`src/rtl/fetch_pkg.sv`:
```
// fetch_pkg: shared definitions for the instruction fetch unit.
//   state_t          - fetch FSM state encoding (BOOT, RUN, FLUSH)
//   RESET_PC_DEFAULT - default byte address of the first fetched instruction
//   *_HI / *_LO      - instruction field positions
//   INSTR_BYTES      - size of one instruction in bytes
package fetch_pkg;

  typedef enum logic [1:0] {
    BOOT  = 2'd0,
    RUN   = 2'd1,
    FLUSH = 2'd2
  } state_t;

  localparam logic [31:0] RESET_PC_DEFAULT = 32'h0000_0000;

  localparam int unsigned OPCODE_HI = 31;
  localparam int unsigned OPCODE_LO = 26;
  localparam int unsigned FUNCT_HI  = 5;
  localparam int unsigned FUNCT_LO  = 0;
  localparam int unsigned IMM_HI    = 15;
  localparam int unsigned IMM_LO    = 0;
  localparam int unsigned INDEX_HI  = 25;
  localparam int unsigned INDEX_LO  = 0;

  localparam logic [31:0] INSTR_BYTES = 32'd4;

endpackage

```
`src/rtl/fetch_unit_pc_next_calc.sv`:
```
// pc_next_calc: combinational next-pc selection for the fetch unit.
//   pc            - address currently issued to the ROM
//   ir_pc         - byte address of the presented instruction
//   accept        - presented instruction is valid and being consumed
//   branch_taken  - taken branch for the presented instruction
//   branch_imm    - branch offset field (words, signed)
//   jump          - jump for the presented instruction
//   jump_index    - jump target field (words)
//   next_pc       - pc to issue on the next cycle when advancing
//   redirect      - an accepted branch or jump replaces sequential flow
module pc_next_calc
  import fetch_pkg::*;
(
  input  logic [31:0]       pc,
  input  logic [31:0]       ir_pc,
  input  logic              accept,
  input  logic              branch_taken,
  input  logic [IMM_HI:0]   branch_imm,
  input  logic              jump,
  input  logic [INDEX_HI:0] jump_index,
  output logic [31:0]       next_pc,
  output logic              redirect
);

  logic [31:0] pc_inc;
  logic [31:0] seq_ret;
  logic [31:0] branch_target;
  logic [31:0] jump_target;

  always_comb begin
    pc_inc        = pc + INSTR_BYTES;
    seq_ret       = ir_pc + INSTR_BYTES;
    branch_target = seq_ret + {{14{branch_imm[IMM_HI]}}, branch_imm, 2'b00};
    jump_target   = {seq_ret[31:28], jump_index, 2'b00};
    redirect      = accept & (jump | branch_taken);

    // jump outranks branch when both are flagged
    if (accept && jump) begin
      next_pc = jump_target;
    end else if (accept && branch_taken) begin
      next_pc = branch_target;
    end else begin
      next_pc = pc_inc;
    end
  end

endmodule

```
`src/rtl/fetch_unit.sv`:
```
// fetch_unit: sequential instruction fetch with stall, branch and jump
// redirect against a registered (one-cycle latency) instruction ROM.
//   clk          - clock, rising edge
//   rst          - asynchronous active-low reset
//   rom_ena      - ROM read enable
//   rom_addr     - ROM word address (pc >> 2)
//   rom_data     - ROM read word, one cycle after the address
//   stall        - downstream not accepting the presented instruction
//   branch_taken - redirect to ir_pc + 4 + (sext(branch_imm) << 2)
//   branch_imm   - branch offset field
//   jump         - redirect to {(ir_pc + 4)[31:28], jump_index, 2'b00}
//   jump_index   - jump target field
//   ir           - presented instruction (straight from rom_data)
//   ir_pc        - byte address of ir
//   ir_valid     - ir / ir_pc hold a real instruction
//   fetch_count  - number of instructions consumed
module fetch_unit
  import fetch_pkg::*;
#(
  parameter logic [31:0] RESET_PC = RESET_PC_DEFAULT
) (
  input  logic              clk,
  input  logic              rst,
  output logic              rom_ena,
  output logic [31:0]       rom_addr,
  input  logic [31:0]       rom_data,
  input  logic              stall,
  input  logic              branch_taken,
  input  logic [IMM_HI:0]   branch_imm,
  input  logic              jump,
  input  logic [INDEX_HI:0] jump_index,
  output logic [31:0]       ir,
  output logic [31:0]       ir_pc,
  output logic              ir_valid,
  output logic [31:0]       fetch_count
);

  state_t      state_q;
  state_t      state_d;
  logic [31:0] pc_q;
  logic [31:0] ir_pc_q;
  logic        ir_valid_q;
  logic [31:0] fetch_count_q;

  logic        hold;
  logic        accept;
  logic        redirect;
  logic [31:0] next_pc;

  // Only RUN with a valid instruction honours stall; BOOT and FLUSH always
  // advance so the pipeline refills.
  assign hold   = (state_q == RUN) && stall && ir_valid_q;
  assign accept = (state_q == RUN) && ir_valid_q && !stall;

  pc_next_calc u_pc_next_calc (
    .pc           (pc_q),
    .ir_pc        (ir_pc_q),
    .accept       (accept),
    .branch_taken (branch_taken),
    .branch_imm   (branch_imm),
    .jump         (jump),
    .jump_index   (jump_index),
    .next_pc      (next_pc),
    .redirect     (redirect)
  );

  always_comb begin
    state_d = state_q;
    case (state_q)
      BOOT:    state_d = RUN;
      RUN:     if (redirect) state_d = FLUSH;
      FLUSH:   state_d = RUN;
      default: state_d = BOOT;
    endcase
  end

  always_ff @(posedge clk or negedge rst) begin
    if (!rst) begin
      state_q       <= BOOT;
      pc_q          <= RESET_PC;
      ir_pc_q       <= '0;
      ir_valid_q    <= 1'b0;
      fetch_count_q <= '0;
    end else begin
      state_q <= state_d;
      if (!hold) begin
        pc_q       <= next_pc;
        ir_pc_q    <= pc_q;
        // the word fetched on a redirect edge is the dropped delay slot
        ir_valid_q <= !redirect;
      end
      if (ir_valid_q && !stall) begin
        fetch_count_q <= fetch_count_q + 32'd1;
      end
    end
  end

  // rom_ena is gated by rst so it drops immediately on reset assertion
  assign rom_ena     = rst && !hold;
  assign rom_addr    = {2'b00, pc_q[31:2]};
  assign ir          = rom_data;
  assign ir_pc       = ir_pc_q;
  assign ir_valid    = ir_valid_q;
  assign fetch_count = fetch_count_q;

endmodule

```
`config.mk`:
```
export PLATFORM = sky130hd
export DESIGN_NAME = fetch_unit
export DESIGN_NICKNAME = d
export VERILOG_FILES = /design/src/rtl/fetch_pkg.sv /design/src/rtl/fetch_unit_pc_next_calc.sv /design/src/rtl/fetch_unit.sv
export SDC_FILE = /design/constraint.sdc
export NUM_CORES = 1
export LEC_CHECK = 0
export BUFFER_PORTS_ARGS = -buffer_cell sky130_fd_sc_hd__buf_2
export CORE_MARGIN = 8
export CORE_UTILIZATION = 50
export CTS_CLUSTER_DIAMETER = 60
export DETAILED_ROUTE_END_ITERATION = 8
export PLACE_DENSITY_LB_ADDON = 0.2
export SKIP_CTS_REPAIR_TIMING = 1
export SYNTH_ARGS = -nofsm -noshare
export SYNTH_HDL_FRONTEND = slang
export SYNTH_SLANG_ARGS = --single-unit
```
`constraint.sdc`:
```
create_clock -name clk -period 3.8 [get_ports clk]
set_input_delay 0.57 -clock clk [delete_from_list [all_inputs] [get_ports clk]]
set_output_delay 0.57 -clock clk [all_outputs]
set_load 0.01 [all_outputs]
```
==> metrics.txt <==
GPL Wtd Cong approximately 0.93; DRC viols 0; CTS root buffer clkbuf_16; Net Sw Power approximately 0.0032 W; R2R Setup Slk 210 ps; critical-path maximum fanout 6; global-route wire length before repair around 36000 µm; Starting Density 0.504; flops & latches, synth 99; number of synthesis warnings 0; DR pass1 iterations 5; num ports between 200 and 250; Syn Std Cell Area between 0.007 and 0.008 mm²; Setup WS post-layout between 200 and 250 ps; Switching Share 0.481; Final ANT Viol Nets 0; DR WL/cell around 19 µm; DP Area 0.00795 mm²; post-route cell area roughly 0.0083 mm²; Async S/R FF share, synth 1.00; sequential group share of total power 0.314; row count 45; Slew HR 0.500; non-filler cells in the finished layout roughly 1200; CP startpoint kind flop; FF-to-FF End pc_q[30]$_DFFE_PN0N_; worst path arrival time 3820 ps; routed vias/inst about 5.7; Die ar. approximately 0.019 mm²; RSZ-0062 raised after global routing false; Req. time, crit path around 4000 ps; Core ar. between 0.01 and 0.015 mm²; IO Port Bufs roughly 140; Final #Nets approximately 1100; Internal Pwr Total between 0.003 and 0.004 W; Inserted Clock Buffers 9; Crit Path Class reg2reg; Pwr per Cell Area about 800 mW/mm²; post-route clock skew a little over 9 ps; Gate power share 0.542; layout cell share with drive strength beyond 1 0.191; period utilization 0.945; max cap viols 0; placed cell count approximately 1200; initial DRC count approximately 500; height of the die about 140 µm; total inserted antenna cells 0; EDFF count, synth 0; Syn Area/Cell between 8 and 9 µm²; Synth area leader dfrtp_1; Cell variety after synth 70; dominant synthesized flop cell dfrtp_1; Filler cells 1402; Place WS between 150 and 200 ps; # H-tree levels 3; final setup vio count 0; die width 139 µm; Slew Viols, Final 0; Synth top area share 0.330; vias between 6000 and 7000; GR Overflow Total 0; commonest non-fill, non-tap cells in the layout nand2_1 (169), buf_2 (141), dfrtp_1 (99), nor2_1 (63), xnor2_1 (61); Worst-Margin Slew between 700 and 800 ps; setup TNS 0 ps; clk_lat worst skew roughly 350 ps; reg2reg start ir_pc[8]$_DFFE_PN0N_; worst-case reg-to-reg path depth 13; gr usage total 0.225; f_max between 0.2 and 0.3 GHz; clock slew at reported path FFs ~70 ps; post-layout minimum cycle time around 3600 ps; sequential cell area fraction in the yosys report 0.330; clock net sink count 99; Area Overhead vs Synth 10.3%; largest net degree at the start of global routing 57; vias in the first global route 6597; Synth Instances 920; clock buffer depth 2; CTS tree yes; Lkg Pwr ~3.9 nW; DPL Wire Length roughly 17000 µm; most common cell after layout, fill and taps aside nand2_1; Routed WL approximately 22000 µm; Hold Crit Class in2async; Peak VDD IR roughly 0.00044 V; Critical Path Sink Type flop; outcome complete, no violations; Clock power frac 0.144; top post-synthesis cells by area dfrtp_1 (33%), nand2_1 (8.4%), xnor2_1 (7.1%); antenna violations before repair 0; final hold violation count 0
[registers in the layout, indices dropped and copies added, names as in the netlist]
register,count
fetch_count,32
pc_q,32
ir_pc,32
ir_valid,1
state_q,2
[stage by stage]
step / hold slack (ps) / util / total power, W
2_1_floorplan: 274 / - / 0.00471
3_3_place_gp: 443 / 0.533 / 0.00569
3_5_place_dp: 456 / 0.533 / 0.00571
4_1_cts: 372 / 0.553 / 0.00670
5_1_grt: 399 / 0.555 / 0.00725
6_report: 362 / 0.555 / 0.00669
[kinds of logic after synthesis]
family | count (synthesis) | synth area share
adders and majority gates | 38 | 0.0643
muxes | 4 | 0.00566
buffers and inverters | 113 | 0.0889
and+or+nand+nor | 372 | 0.235
xor gates and xnor gates | 101 | 0.120
other | 1 | 0.000499
DFF | 99 | 0.330
AOI/OAI and AO/OA | 192 | 0.156
[power groups by stage]
stage,logic [W],registers (W),clock network (W)
floorplan,0.00274,0.00197,0
detailed placement,0.00360,0.00211,0
CTS,0.00362,0.00209,0.000989
finish,0.00362,0.00210,0.000965
global placement,0.00359,0.00210,0
global route,0.00405,0.00217,0.00104
[routing by layer]
layer / vias to the layer above / global-route usage / routed length [µm]
met3: 28 / 0.0654 / 1580
met5: - / 0 / 0
met2: 222 / 0.354 / 10200
li1: 3283 / - / -
met4: 0 / 0.0658 / 414
met1: 3153 / 0.292 / 9730
[worst max path at each step]
stage                                 to                  from  slack (ps)  cells past startpoint
global route        pc_q[30]$_DFFE_PN0N_  ir_pc[8]$_DFFE_PN0N_           6                     13
finish              pc_q[30]$_DFFE_PN0N_  ir_pc[8]$_DFFE_PN0N_         210                     13
detailed placement  pc_q[29]$_DFFE_PN0N_  ir_pc[4]$_DFFE_PN0N_         190                     14
global placement    pc_q[25]$_DFFE_PN0N_  ir_pc[4]$_DFFE_PN0N_         320                     14
floorplan           pc_q[30]$_DFFE_PN0N_  ir_pc[4]$_DFFE_PN0N_         640                     13
CTS                 pc_q[29]$_DFFE_PN0N_  ir_pc[4]$_DFFE_PN0N_         160                     14
[Yosys cell counts, types with 8 or more instances]
master / instances
nand2_1: 169
dfrtp_1: 99
buf_4: 64
nor2_1: 64
xnor2_1: 61
a21oi_1: 59
o21ai_0: 56
xor2_1: 39
ha_1: 37
nand3_1: 36
clkbuf_1: 30
nand4_1: 28
and3_1: 16
inv_1: 13
a211oi_1: 11
and2_1: 10
nor3_1: 9
a31oi_1: 8
nor2b_1: 8
[worst max-delay path, cell delays in order (launching register included)]
cell      delay (ps)
dfrtp_1          440
nand4_1          260
nor3b_4          390
and2_4           240
and3_1           200
nand3_1          100
xnor2_1          200
ha_1             330
a21oi_1          290
inv_1             80
a221o_1          340
a221oi_1         310
xor2_1           180
o211ai_1         110
[area by class of cell]
class                   instances  area (µm²)  area share
inverters                      14        52.6     0.00634
multi-input cells             709        4390       0.530
flip-flops and latches         99        2480       0.299
well taps                     188         235      0.0284
clock buffers                  10         239      0.0288
repair buffers                156         818      0.0988
clock inverters                 6        71.3     0.00861
Power figures use the tool's default switching activity.
